### src/rtl/clk_enable_prog_if.sv
// rtl/clk_enable_prog_if.sv - control/status bundle for the programmable clock-enable generator
interface clk_enable_prog_if #(
  parameter int CNT_W   = 4,
  parameter int BURST_W = 8
);
  logic               iStart;
  logic               iStop;
  logic               iMode;
  logic [CNT_W-1:0]   iDiv;
  logic               iDivWr;
  logic [BURST_W-1:0] iBurstLen;
  logic               oEnable;
  logic               oBusy;
  logic               oDone;
  logic [CNT_W-1:0]   oCnt;

  modport master (
    output iStart, iStop, iMode, iDiv, iDivWr, iBurstLen,
    input  oEnable, oBusy, oDone, oCnt
  );

  modport slave (
    input  iStart, iStop, iMode, iDiv, iDivWr, iBurstLen,
    output oEnable, oBusy, oDone, oCnt
  );
endinterface

### src/rtl/clk_enable_prog.sv
// rtl/clk_enable_prog.sv - programmable one-cycle enable strobe, continuous or counted burst
module clk_enable_prog #(
  parameter int CNT_W   = 4,
  parameter int BURST_W = 8,
  parameter int DEF_DIV = 4
) (
  input  logic             iClk,
  input  logic             iRst,
  clk_enable_prog_if.slave bus
);

  localparam logic [CNT_W-1:0] DEF_DIV_C = CNT_W'(DEF_DIV);

  typedef enum logic [1:0] {
    S_IDLE   = 2'd0,
    S_RUN    = 2'd1,
    S_FINISH = 2'd2
  } state_t;

  state_t             r_state;
  state_t             w_state_nx;
  logic [CNT_W-1:0]   rCnt;
  logic [CNT_W-1:0]   rDivSh;
  logic [CNT_W-1:0]   rDivAct;
  logic [BURST_W-1:0] rLeft;
  logic               rMode;

  logic [CNT_W-1:0]   w_cnt_nx;
  logic [CNT_W-1:0]   w_div_act_nx;
  logic [BURST_W-1:0] w_left_nx;
  logic               w_mode_nx;
  logic [CNT_W-1:0]   w_div_sel;
  logic               w_wrap;

  // A write landing on a wrap or start bypasses the shadow so it takes effect at once.
  assign w_div_sel = bus.iDivWr ? bus.iDiv : rDivSh;
  assign w_wrap    = (rCnt == rDivAct);

  always_comb begin
    w_state_nx   = r_state;
    w_cnt_nx     = rCnt;
    w_div_act_nx = rDivAct;
    w_left_nx    = rLeft;
    w_mode_nx    = rMode;
    case (r_state)
      S_IDLE: begin
        if (bus.iStart && !bus.iStop) begin
          w_cnt_nx     = '0;
          w_div_act_nx = w_div_sel;
          w_mode_nx    = bus.iMode;
          w_left_nx    = bus.iBurstLen;
          w_state_nx   = (bus.iMode && (bus.iBurstLen == '0)) ? S_FINISH : S_RUN;
        end
      end
      S_RUN: begin
        if (bus.iStop) begin
          w_state_nx = S_IDLE;
          w_cnt_nx   = '0;
        end else if (w_wrap) begin
          w_cnt_nx     = '0;
          w_div_act_nx = w_div_sel;
          if (rMode) begin
            w_left_nx = rLeft - BURST_W'(1);
            if (rLeft == BURST_W'(1)) begin
              w_state_nx = S_FINISH;
            end
          end
        end else begin
          w_cnt_nx = rCnt + CNT_W'(1);
        end
      end
      S_FINISH: begin
        w_state_nx = S_IDLE;
      end
      default: begin
        w_state_nx = S_IDLE;
        w_cnt_nx   = '0;
      end
    endcase
  end

  always_ff @(posedge iClk or posedge iRst) begin
    if (iRst) begin
      r_state <= S_IDLE;
      rCnt    <= '0;
      rDivSh  <= DEF_DIV_C;
      rDivAct <= DEF_DIV_C;
      rLeft   <= '0;
      rMode   <= 1'b0;
    end else begin
      r_state <= w_state_nx;
      rCnt    <= w_cnt_nx;
      rDivAct <= w_div_act_nx;
      rLeft   <= w_left_nx;
      rMode   <= w_mode_nx;
      if (bus.iDivWr) begin
        rDivSh <= bus.iDiv;
      end
    end
  end

  assign bus.oEnable = (r_state == S_RUN) && w_wrap;
  assign bus.oBusy   = (r_state == S_RUN);
  assign bus.oDone   = (r_state == S_FINISH);
  assign bus.oCnt    = rCnt;

endmodule
### src/flat_wrapper.sv
// flat-port wrapper written by rule: the top's interface ports become plain ports
module clk_enable_prog_flat 
#(
  parameter int CNT_W   = 4,
  parameter int BURST_W = 8,
  parameter int DEF_DIV = 4
)
  (iClk, iRst, bus_iStart, bus_iStop, bus_iMode, bus_iDiv, bus_iDivWr, bus_iBurstLen, bus_oEnable, bus_oBusy, bus_oDone, bus_oCnt);
  clk_enable_prog_if #(.CNT_W(CNT_W), .BURST_W(BURST_W)) bus_i ();
  input  logic iClk;
  input  logic iRst;
  input wire logic [$bits(bus_i.iStart)-1:0] bus_iStart;
  input wire logic [$bits(bus_i.iStop)-1:0] bus_iStop;
  input wire logic [$bits(bus_i.iMode)-1:0] bus_iMode;
  input wire logic [$bits(bus_i.iDiv)-1:0] bus_iDiv;
  input wire logic [$bits(bus_i.iDivWr)-1:0] bus_iDivWr;
  input wire logic [$bits(bus_i.iBurstLen)-1:0] bus_iBurstLen;
  output wire logic [$bits(bus_i.oEnable)-1:0] bus_oEnable;
  output wire logic [$bits(bus_i.oBusy)-1:0] bus_oBusy;
  output wire logic [$bits(bus_i.oDone)-1:0] bus_oDone;
  output wire logic [$bits(bus_i.oCnt)-1:0] bus_oCnt;
  assign bus_i.iStart = bus_iStart;
  assign bus_i.iStop = bus_iStop;
  assign bus_i.iMode = bus_iMode;
  assign bus_i.iDiv = bus_iDiv;
  assign bus_i.iDivWr = bus_iDivWr;
  assign bus_i.iBurstLen = bus_iBurstLen;
  assign bus_oEnable = bus_i.oEnable;
  assign bus_oBusy = bus_i.oBusy;
  assign bus_oDone = bus_i.oDone;
  assign bus_oCnt = bus_i.oCnt;
  clk_enable_prog #(.CNT_W(CNT_W), .BURST_W(BURST_W), .DEF_DIV(DEF_DIV)) u_core (.iClk(iClk), .iRst(iRst), .bus(bus_i));
endmodule
### config.mk
export PLATFORM = sky130hd
export DESIGN_NAME = clk_enable_prog_flat
export DESIGN_NICKNAME = d
export VERILOG_FILES = /design/src/rtl/clk_enable_prog_if.sv /design/src/rtl/clk_enable_prog.sv /design/src/flat_wrapper.sv
export SDC_FILE = /design/constraint.sdc
export NUM_CORES = 1
export LEC_CHECK = 0
export ABC_CLOCK_PERIOD_IN_PS = 2300
export CORE_ASPECT_RATIO = 1.1
export CORE_MARGIN = 2
export CORE_UTILIZATION = 25
export CTS_CLUSTER_SIZE = 20
export DETAILED_ROUTE_END_ITERATION = 10
export PLACE_DENSITY = 0.48
export SETUP_SLACK_MARGIN = 0.2
export SYNTH_ARGS = -nofsm -noshare
export SYNTH_HDL_FRONTEND = slang
export SYNTH_SLANG_ARGS = --single-unit
### constraint.sdc
create_clock -name iClk -period 2.3 [get_ports iClk]
set_input_delay 0.23 -clock iClk [delete_from_list [all_inputs] [get_ports iClk]]
set_output_delay 0.23 -clock iClk [all_outputs]
set_load 0.05 [all_outputs]
==> metrics.md <==
| Metric | Value |
|---|---|
| Most frequent cells after synthesis | 21 x dfrtp_1, 16 x nor2_1, 8 x nor3_1 |
| Status | finished clean |
| Worst-Skew Late Latency | 0.25 ns |
| Design area | 0.001668 mm2 |
| Hold Path Class | input port to async pin |
| CP Launch Type | flop |
| Lkg Pwr | 0.6894 nW |
| Most frequent cell after synthesis | dfrtp_1 |
| Avg Cell Area, Syn | 9.895 um2 |
| Critical Path End Type | output pin |
| Pre-CTS setup slack | 0.3466 ns |
| Warnings, synthesis | 0 |
| Critical path fanouts, max | 8 |
| N_diodes | 0 |
| Number of setup violations in the final report | 0 |
| Die ar. | 0.005778 mm2 |
| RSZ-0062 raised after global routing | no |
| Most used flip-flop cell after synthesis | dfrtp_1 |
| Distinct cells, synth | 40 |
| NetSw | 505.4 uW |
| Total grt overflow | 0 |
| Maximum number of pins on one net before global-route repair | 24 |
| Power Internal | 881.8 uW |
| Worst Clk Skew | 0.004946 ns |
| Utilization after layout | 33.36% |
| Leading area contributor after synthesis | dfrtp_1 |
| Mapped Area | 0.001296 mm2 |
| Slew @ Worst Pin | 0.5038 ns |
| Maximum VDD drop | 0.0002439 V |
| Max Freq | 511.3 MHz |
| Wire per inst | 13.67 um |
| Cells after Synth | 131 |
| Max Cap Violations | 0 |
| Yosys top cell area share | 40.54% |
| PwrDens | 831.7 mW/mm2 |
| Total power | 1.387 mW |
| Io pins | 25 |
| Post-synth EDFFs | 0 |
| Root buf cell | clkbuf_8 |
| CTS tree | done |
| Final period utilization | 85.04% |
| DR iter-0 viols | 48 |
| Required time at the worst-slack endpoint | 2.07 ns |
| Clk slew on worst S/H paths | 0.08 ns |
| Max-slew violation count | 0 |
| Routed vias | 1111 |
| Final net count | 180 |
| CTS Buf Count | 3 |
| Clock buffer depth | 2 |
| Tot GR Track Use | 11.27% |
| Overall die width | 72.66 um |
| GPL Wtd Cong | 0.7326 |
| Layout cells sized above 1 | 18.35% |
| PnR worst setup slack | 0.3440 ns |
| Worst EP arrival | 1.73 ns |
| Async S/R FF share, synth | 100.0% |
| Vias in the first global route | 1140 |
| DRT Pass-1 Iters | 4 |
| Via density | 5.144 |
| Num rows | 27 |
| DP HPWL | 2248 um |
| Area grow syn2layout | 28.67% |
| Syn_nets | 152 |
| Final-report hold violation count | 0 |
| Dominant cells by area after synthesis | dfrtp_1 41%, mux2_2 5.2%, nor2_1 4.6% |
| Combinational share of power | 36.8% |
| Yosys reg bits | 23 |
| Placed Instance Area | 0.001610 mm2 |
| Number of port buffers | 24 |
| First-pass GRT wire length | 5112 um |
| Sequential power share | 45.9% |
| Initial Utilization | 25.93% |
| Clk pwr share | 17.4% |
| # clock sinks | 23 |
| Max H-tree Level | 1 |
| Post-Route WL | 2953 um |
| Drc violations | 0 |
| Seq/Total Area, Yosys | 44.59% |
| Setup TNS | 0 ns |
| WS Path Type | flop to output pin |
| Sw Share | 36.43% |
| Core area | 0.005000 mm2 |
| Post-DRT Antenna Nets | 0 |
| Initial antenna violation count | 0 |
| Post-layout minimum cycle time | 1.956 ns |
| Die Y | 79.52 um |
| Relative slew slack | 66.31% |
## metal layers
metal	track usage [%]	wire, um	part of all wire [%]
met1	15.32	1468	50
met2	18.09	1335	45
met3	1.641	110	3.7
met4	3.889	39	1.3
met5	0	0	0
## power by group through the flow
stage                     combinational (mW)  sequential (mW)  clock (mW)
final                                  0.510            0.636       0.241
after floorplan                        0.346            0.637           0
after CTS                              0.513            0.634       0.256
after global placement                 0.497            0.643           0
after global routing                   0.570            0.655       0.281
after detailed placement               0.503            0.642           0
## registers in the layout, summed over array words and instances (netlist names)
register and cells:
u_core.rLeft 8, u_core.bus.oCnt 4, u_core.rMode 1, u_core.rDivSh 4, u_core.r_state 2, u_core.rDivAct 4
## worst paths after layout
path / from / to / slack, ns / cells after the start
worst max-delay path: u_core.r_state[0]$_DFFE_PP0P_ / bus_oDone / 0.34 / 2
worst min-delay path: iRst / u_core.rLeft[4]$_DFFE_PP0P_ / 0.32 / 3
worst max register to register: u_core.rDivAct[2]$_DFFE_PP1P_ / u_core.bus.oCnt[2]$_DFFE_PP0P_ / 0.41 / 7
worst min register to register: u_core.rDivSh[0]$_DFF_PP0_ / u_core.rDivSh[0]$_DFF_PP0_ / 0.50 / 1
max in group asynchronous: iRst / u_core.rDivSh[2]$_DFF_PP1_ / 1.69 / 3
min in group iClk: u_core.rDivSh[0]$_DFF_PP0_ / u_core.rDivSh[0]$_DFF_PP0_ / 0.50 / 1
## cell families after synthesis
group,count (synthesis),share of synthesized area [%]
flops,23,44.59
fa+ha+maj,3,2.896
simple gates,44,17.95
compound gates,36,18.43
xor+xnor,4,2.702
buf+inv,10,3.958
mux,11,9.459
## layout by cell type, fill, tap and decap left out, drive strengths merged, types with 3 or more instances in the layout
cell type      count
a21oi              7
buf                7
nand3              3
ha                 3
xor2               4
dfrtp             21
inv                4
nor2              16
nor3               9
clkbuf             4
clkdlybuf4s50     22
mux2              10
o22a               4
a31oi              5
o21ai              8
nand2              5
## final cells by class
cell class              count  area (um2)
clock buffers               4       45.04
fillers                   525        3332
inverters                   4       15.01
multi-input cells          98       669.4
flip-flops and latches     23       580.6
well taps                  58       72.57
repair buffers             29       285.3
## per-stage QoR
step                hold slack [ns]  std cells
global route                 0.3580        216
global placement             0.4766        211
CTS                          0.3254        216
finish                       0.3166        216
detailed placement           0.4859        211
floorplan                    0.2304        131
## critical path: stages, from the launching register on
cell and delay [ns]:
dfrtp_1 0.49, nor2b_1 0.16, clkdlybuf4s50_1 0.82
## what timing repair did
action	CTS	global route
pin swaps	0	1
hold buffers	0	0
endpoints found under the setup margin	1	1
gates cloned	0	0
buffers inserted	1	0
resized for setup	1	3
No activity file was read; power rests on OpenSTA's default activity.
